**src/rtl/audio_test_gen_if.sv**
```systemverilog
// ============================================================================
// Module      : audio_test_gen_if
// Description : Control and live-audio FIFO push bundle for audio_test_gen.
//               master = controller / FIFO side, slave = generator side.
//               Optional macro AUDIO_TEST_GEN_ATTEN_EN adds the per-channel
//               attenuation input.
// Revision    : 1.0 - initial release
// ============================================================================
`default_nettype none

interface audio_test_gen_if #(
  parameter int AUDIO_WIDTH = 16,
  parameter int CHANNELS    = 2,
  parameter int PHASE_WIDTH = 24
);
  logic                            enable;
  logic [1:0]                      mode;
  logic [CHANNELS*PHASE_WIDTH-1:0] freq_inc;
`ifdef AUDIO_TEST_GEN_ATTEN_EN
  logic [CHANNELS*4-1:0]           atten;
`endif
  logic [CHANNELS*AUDIO_WIDTH-1:0] sample_data;
  logic                            sample_en;
  logic                            sample_full;
  logic                            busy;

`ifdef AUDIO_TEST_GEN_ATTEN_EN
  modport master (
    output enable, mode, freq_inc, atten, sample_full,
    input  sample_data, sample_en, busy
  );
  modport slave (
    input  enable, mode, freq_inc, atten, sample_full,
    output sample_data, sample_en, busy
  );
`else
  modport master (
    output enable, mode, freq_inc, sample_full,
    input  sample_data, sample_en, busy
  );
  modport slave (
    input  enable, mode, freq_inc, sample_full,
    output sample_data, sample_en, busy
  );
`endif
endinterface

`default_nettype wire

```
**src/rtl/audio_test_gen.sv**
```systemverilog
// ============================================================================
// Module      : audio_test_gen
// Description : Multi-channel audio test-signal generator. Per-channel NCO
//               phase accumulators feed one time-multiplexed waveform
//               datapath (SAW / SQUARE / TRIANGLE / SILENCE). Complete
//               frames are pushed to the live-audio FIFO via en/full.
//               Optional macro AUDIO_TEST_GEN_ATTEN_EN enables a per-channel
//               arithmetic right-shift attenuator ahead of staging.
// Revision    : 1.0 - initial release
// ============================================================================
`default_nettype none

module audio_test_gen #(
  parameter int AUDIO_WIDTH = 16,
  parameter int CHANNELS    = 2,
  parameter int PHASE_WIDTH = 24
) (
  input  wire logic         clk,
  input  wire logic         resetn,
  audio_test_gen_if.slave   bus
);

  localparam int                    c_ch_w     = (CHANNELS > 1) ? $clog2(CHANNELS) : 1;
  localparam logic [c_ch_w-1:0]     c_last_ch  = c_ch_w'(CHANNELS - 1);
  localparam logic [1:0]            c_mode_saw = 2'd0;
  localparam logic [1:0]            c_mode_sq  = 2'd1;
  localparam logic [1:0]            c_mode_tri = 2'd2;
  localparam logic [AUDIO_WIDTH-1:0] c_neg_full = {1'b1, {(AUDIO_WIDTH-1){1'b0}}};
  localparam logic [AUDIO_WIDTH-1:0] c_pos_full = {1'b0, {(AUDIO_WIDTH-1){1'b1}}};

  typedef enum logic [1:0] {
    IDLE    = 2'd0,
    CALC    = 2'd1,
    PRESENT = 2'd2
  } state_t;

  state_t                          r_state;
  state_t                          w_state_nxt;
  logic [c_ch_w-1:0]               r_ch;
  logic [1:0]                      r_mode;
  logic [PHASE_WIDTH-1:0]          r_phase [CHANNELS];
  logic [AUDIO_WIDTH-1:0]          r_stage [CHANNELS];
  logic [CHANNELS*AUDIO_WIDTH-1:0] r_sample_data;
  logic                            r_sample_en;

  logic                            w_start;
  logic                            w_calc;
  logic                            w_push;
  logic                            w_last;
  logic [PHASE_WIDTH-1:0]          w_inc [CHANNELS];
  logic [CHANNELS*AUDIO_WIDTH-1:0] w_frame;
  logic [PHASE_WIDTH-1:0]          w_phase_cur;
  logic [PHASE_WIDTH-1:0]          w_inc_cur;
  logic [AUDIO_WIDTH-1:0]          w_p;
  logic [AUDIO_WIDTH-2:0]          w_tri_t;
  logic [AUDIO_WIDTH-1:0]          w_wave;
  logic [AUDIO_WIDTH-1:0]          w_staged;
`ifdef AUDIO_TEST_GEN_ATTEN_EN
  logic [3:0]                      w_att [CHANNELS];
`endif

  // Slot unpacking / frame packing: channel 0 lives in the most-significant slot
  generate
    for (genvar g = 0; g < CHANNELS; g++) begin : g_slot
      assign w_inc[g] = bus.freq_inc[(CHANNELS-1-g)*PHASE_WIDTH +: PHASE_WIDTH];
      assign w_frame[(CHANNELS-1-g)*AUDIO_WIDTH +: AUDIO_WIDTH] = r_stage[g];
`ifdef AUDIO_TEST_GEN_ATTEN_EN
      assign w_att[g] = bus.atten[(CHANNELS-1-g)*4 +: 4];
`endif
    end
  endgenerate

  assign w_last      = (r_ch == c_last_ch);
  assign w_phase_cur = r_phase[r_ch];
  assign w_inc_cur   = w_inc[r_ch];
  assign w_p         = w_phase_cur[PHASE_WIDTH-1 -: AUDIO_WIDTH];
  // Triangle folds the upper half of the phase back down so the ramp reverses
  assign w_tri_t     = w_p[AUDIO_WIDTH-1] ? ~w_p[AUDIO_WIDTH-2:0] : w_p[AUDIO_WIDTH-2:0];

  // Shared waveform datapath for the channel currently selected by r_ch
  always_comb begin
    w_wave = '0;
    case (r_mode)
      c_mode_saw: w_wave = w_p;
      c_mode_sq:  w_wave = w_p[AUDIO_WIDTH-1] ? c_neg_full : c_pos_full;
      c_mode_tri: w_wave = {w_tri_t, 1'b0} - c_neg_full;
      default:    w_wave = '0;
    endcase
  end

`ifdef AUDIO_TEST_GEN_ATTEN_EN
  assign w_staged = $signed(w_wave) >>> w_att[r_ch];
`else
  assign w_staged = w_wave;
`endif

  // FSM next-state and control strobes
  always_comb begin
    w_state_nxt = r_state;
    w_start     = 1'b0;
    w_calc      = 1'b0;
    w_push      = 1'b0;
    case (r_state)
      IDLE: begin
        if (bus.enable) begin
          w_start     = 1'b1;
          w_state_nxt = CALC;
        end
      end
      CALC: begin
        w_calc = 1'b1;
        if (w_last) begin
          w_state_nxt = PRESENT;
        end
      end
      PRESENT: begin
        if (!bus.sample_full) begin
          w_push      = 1'b1;
          w_state_nxt = IDLE;
        end
      end
      default: w_state_nxt = IDLE;
    endcase
  end

  // FSM state register
  always_ff @(posedge clk or negedge resetn) begin
    if (!resetn) begin
      r_state <= IDLE;
    end else begin
      r_state <= w_state_nxt;
    end
  end

  // Channel counter and per-frame mode latch
  always_ff @(posedge clk or negedge resetn) begin
    if (!resetn) begin
      r_ch   <= '0;
      r_mode <= c_mode_saw;
    end else if (w_start) begin
      r_ch   <= '0;
      r_mode <= bus.mode;
    end else if (w_calc && !w_last) begin
      r_ch   <= r_ch + 1'b1;
    end
  end

  // Phase accumulation (silent wrap) and staging, one channel per CALC cycle
  always_ff @(posedge clk or negedge resetn) begin
    if (!resetn) begin
      for (int i = 0; i < CHANNELS; i++) begin
        r_phase[i] <= '0;
        r_stage[i] <= '0;
      end
    end else if (w_calc) begin
      r_phase[r_ch] <= w_phase_cur + w_inc_cur;
      r_stage[r_ch] <= w_staged;
    end
  end

  // Frame output: data only changes together with the one-cycle push strobe
  always_ff @(posedge clk or negedge resetn) begin
    if (!resetn) begin
      r_sample_data <= '0;
      r_sample_en   <= 1'b0;
    end else begin
      r_sample_en <= w_push;
      if (w_push) begin
        r_sample_data <= w_frame;
      end
    end
  end

  assign bus.sample_data = r_sample_data;
  assign bus.sample_en   = r_sample_en;
  assign bus.busy        = (r_state != IDLE);

endmodule

`default_nettype wire
```
**src/flat_wrapper.sv**
```systemverilog
// flat-port wrapper written by rule: the top's interface ports become plain ports
module audio_test_gen_flat 
#(
  parameter int AUDIO_WIDTH = 16,
  parameter int CHANNELS    = 2,
  parameter int PHASE_WIDTH = 24
)
  (clk, resetn, bus_enable, bus_mode, bus_freq_inc, bus_sample_full, bus_sample_data, bus_sample_en, bus_busy);
  audio_test_gen_if #(.AUDIO_WIDTH(AUDIO_WIDTH), .CHANNELS(CHANNELS), .PHASE_WIDTH(PHASE_WIDTH)) bus_i ();
  input  wire logic clk;
  input  wire logic resetn;
  input wire logic [$bits(bus_i.enable)-1:0] bus_enable;
  input wire logic [$bits(bus_i.mode)-1:0] bus_mode;
  input wire logic [$bits(bus_i.freq_inc)-1:0] bus_freq_inc;
  input wire logic [$bits(bus_i.sample_full)-1:0] bus_sample_full;
  output wire logic [$bits(bus_i.sample_data)-1:0] bus_sample_data;
  output wire logic [$bits(bus_i.sample_en)-1:0] bus_sample_en;
  output wire logic [$bits(bus_i.busy)-1:0] bus_busy;
  assign bus_i.enable = bus_enable;
  assign bus_i.mode = bus_mode;
  assign bus_i.freq_inc = bus_freq_inc;
  assign bus_i.sample_full = bus_sample_full;
  assign bus_sample_data = bus_i.sample_data;
  assign bus_sample_en = bus_i.sample_en;
  assign bus_busy = bus_i.busy;
  audio_test_gen #(.AUDIO_WIDTH(AUDIO_WIDTH), .CHANNELS(CHANNELS), .PHASE_WIDTH(PHASE_WIDTH)) u_core (.clk(clk), .resetn(resetn), .bus(bus_i));
endmodule
```
**config.mk**
```make
export PLATFORM = sky130hd
export DESIGN_NAME = audio_test_gen_flat
export DESIGN_NICKNAME = d
export VERILOG_FILES = /design/src/rtl/audio_test_gen_if.sv /design/src/rtl/audio_test_gen.sv /design/src/flat_wrapper.sv
export SDC_FILE = /design/constraint.sdc
export NUM_CORES = 1
export LEC_CHECK = 0
export CORE_MARGIN = 4
export CORE_UTILIZATION = 25
export DETAILED_ROUTE_END_ITERATION = 8
export SKIP_CTS_REPAIR_TIMING = 1
export SYNTH_ARGS = -nofsm -noshare
export SYNTH_HDL_FRONTEND = slang
export SYNTH_SLANG_ARGS = --single-unit
export TNS_END_PERCENT = 1
```
**constraint.sdc**
```tcl
create_clock -name clk -period 3.5 [get_ports clk]
set_clock_uncertainty 0.2 [all_clocks]
set_input_delay 0.7 -clock clk [delete_from_list [all_inputs] [get_ports clk]]
set_output_delay 0.7 -clock clk [all_outputs]
set_load 0.05 [all_outputs]
```
==> impl_results.md <==
* Overall routing resource usage at 11.98%
* Post-synth cell types at 66
* Io pins at 88
* Vias in the first global route at around 5,600
* Vias per inst at 4.760
* Syn_nets at just under 800
* EDFF count, synth at 0
* Commonest cells post-synth: 118 x dfrtp_1, 109 x nand2_1, 80 x mux2_2, 62 x o21ai_0, 59 x nor2_1
* Total clock sinks at between 100 and 150
* Starting DRT DRC Count at approximately 480
* Yosys warns at 0
* Die Wd at between 150 and 200 um
* Worst r2r src: u_core.r_ch
* Wire per inst at 14.91 um
* Count leader, synth: dfrtp_1
* First-pass GRT wire length at ~29,000 um
* Critical Path Start: u_core.r_ch
* Crit path max fanout at 23
* DRC at 0
* Outcome: complete, no violations
* # setup viols final at 0
* Worst min-delay path class: primary input to async pin
* Setup repair after global routing missed its margin: false
* Initial core utilization at 25.43%
* Max cap viols at 0
* PortBufs at 87
* Seq/Total Area, Yosys at 42.96%
* Core Box Area at around 0.027 mm^2
* Diode count at 0
* Asr flop ratio synth at 100.0%
* Min cycle time layout at approximately 3300 ps
* Die H at 173.8 um
* H-tree Lvls at 4
* CTS max path bufs at 2
* CTS clk-pin slew, worst paths at 60 ps
* Site Rows at 60
* Final Hold Viols at 0
* Yosys top cell by area: dfrtp_1
* Sequential Area at just under 0.003 mm^2
* Max Freq at 304.1 MHz
* Relative slew slack at around two fifths
* Vias after detailed routing at ~5,700
* Critical path class: register to register
* Synth Area per Inst at 9.599 um^2
* Nets at about 920
* Initial antenna violation count at 0
* Startpoint Class: register
* Area growth, synth to finish at 32.57%
* Gpl congestion at around 0.86
* Worst skew pair latency at roughly 420 ps
* Hold_ws at 115.1 ps
* Mapped Area at about 0.0069 mm^2
* Worst EP required at 3600 ps
* Synth top area cells: dfrtp_1 43%, mux2_2 13%, nand2_1 6.0%
* Multi-input logic area at 0.003719 mm^2
* Grt ovf at 0
* Critical path endpoint category: register
* # fillers at around 2,800
* CTS tree: built
* Critical Path AT at 3390 ps
* Top_reg_cell synth: dfrtp_1
* Worst R2R Setup Slack at 210 ps
* Die Area at around 0.03 mm^2
* #FFs+latches synth at roughly 120
* DPL Wire Length at 13,260 um
* Largest net degree at the start of global routing at between 60 and 70
* Max-slew violations at 0
* Routed Antenna Nets at 0
* Routed wire length at between 15,000 and 20,000 um
* Syn Inst Count at just over 700
* Proportion of layout cells with a drive suffix above 1 at a little under a quarter
* Synth top area share at a little over two fifths
* TritonCTS buffer count at 17
* Root Buffer: clkbuf_16
* Worst Tran Pin Value at roughly 900 ps
* Fin crit share at 93.95%
* DR pass1 iterations at 5
## cell usage in the layout (no fill, tap or decap), types with 6 or more instances in the layout
master	synthesis	final
a21oi_1	23	23
ha_1	23	23
clkbuf_16	0	17
nand4_1	11	11
nand3_1	22	22
clkdlybuf4s50_1	0	86
dfrtp_1	118	117
a21o_1	11	11
or3_1	6	6
mux2_2	80	80
xor2_1	20	20
xnor2_1	6	6
nor2_1	59	59
a211oi_1	18	18
nor3_1	11	11
buf_4	1	63
nand2_1	109	107
o21ai_0	62	62
o31ai_1	6	6
a31oi_1	6	6
## stage by stage
stage	area, um^2	utilization [%]	setup TNS, ps	setup slack [ps]	instances
finish	9111	33.71	0	211.9	1191
global route	9111	33.71	0	54.69	1191
CTS	9111	33.71	0	152.9	1191
detailed placement	8484	31.39	-1731	-127.2	1160
global placement	8484	31.39	-670.2	-76.17	1160
floorplan	6874	-	0	81.69	716
## sequential cells by signal, summed over array words and instances (netlist names)
name	count
u_core.r_phase	48
u_core.bus.sample_data	32
u_core.r_stage	32
u_core.r_mode	2
u_core.r_state	2
u_core.bus.sample_en	1
u_core.r_ch	1
## path summary, 6_finish.rpt
path	to	cells past startpoint
setup / recovery	u_core.r_phase[18]	12
hold / removal	u_core.r_stage[29]	1
setup reg to reg	u_core.r_phase[18]	12
hold reg to reg	u_core.r_phase[1]	2
max in group asynchronous	u_core.r_ch	2
min in group clk	u_core.r_phase[1]	2
## cells by family after synthesis
logic type      after synthesis  share of synthesized area [%]
simple gates                249                          16.51
buf+inv                      51                          3.077
mux                          85                          14.02
fa+ha+maj                    24                          4.478
compound gates              163                          15.64
xor+xnor                     26                          3.313
flops                       118                          42.96
## final cells by class
class	instances	area share, %
multi-input cells	547	40.81
flip-flops and latches	118	32.42
repair buffers	151	15.08
well taps	341	4.683
clock buffers	17	4.669
clock inverters	14	2.211
inverters	3	0.1236
## metal layers
layer / vias to the layer above / GRT usage, % / wire (um)
met5: - / 0 / 0
met2: 108 / 19.53 / 8471
met3: 19 / 2.726 / 710
met4: 0 / 3.860 / 281
met1: 2712 / 15.80 / 8293
li1: 2830 / - / -
## critical path, stage by stage, from the launching register on
cell	delay (ps)
dfrtp_2	380
buf_12	180
buf_4	190
mux2_2	350
ha_1	320
and3_1	170
a221oi_2	60
buf_4	150
or3_1	390
a211oi_1	350
buf_4	190
nand4b_1	120
nand3_1	90
Power is not shown: default switching activity piles up to over one toggle a cycle in this logic, so the estimate is an artifact.
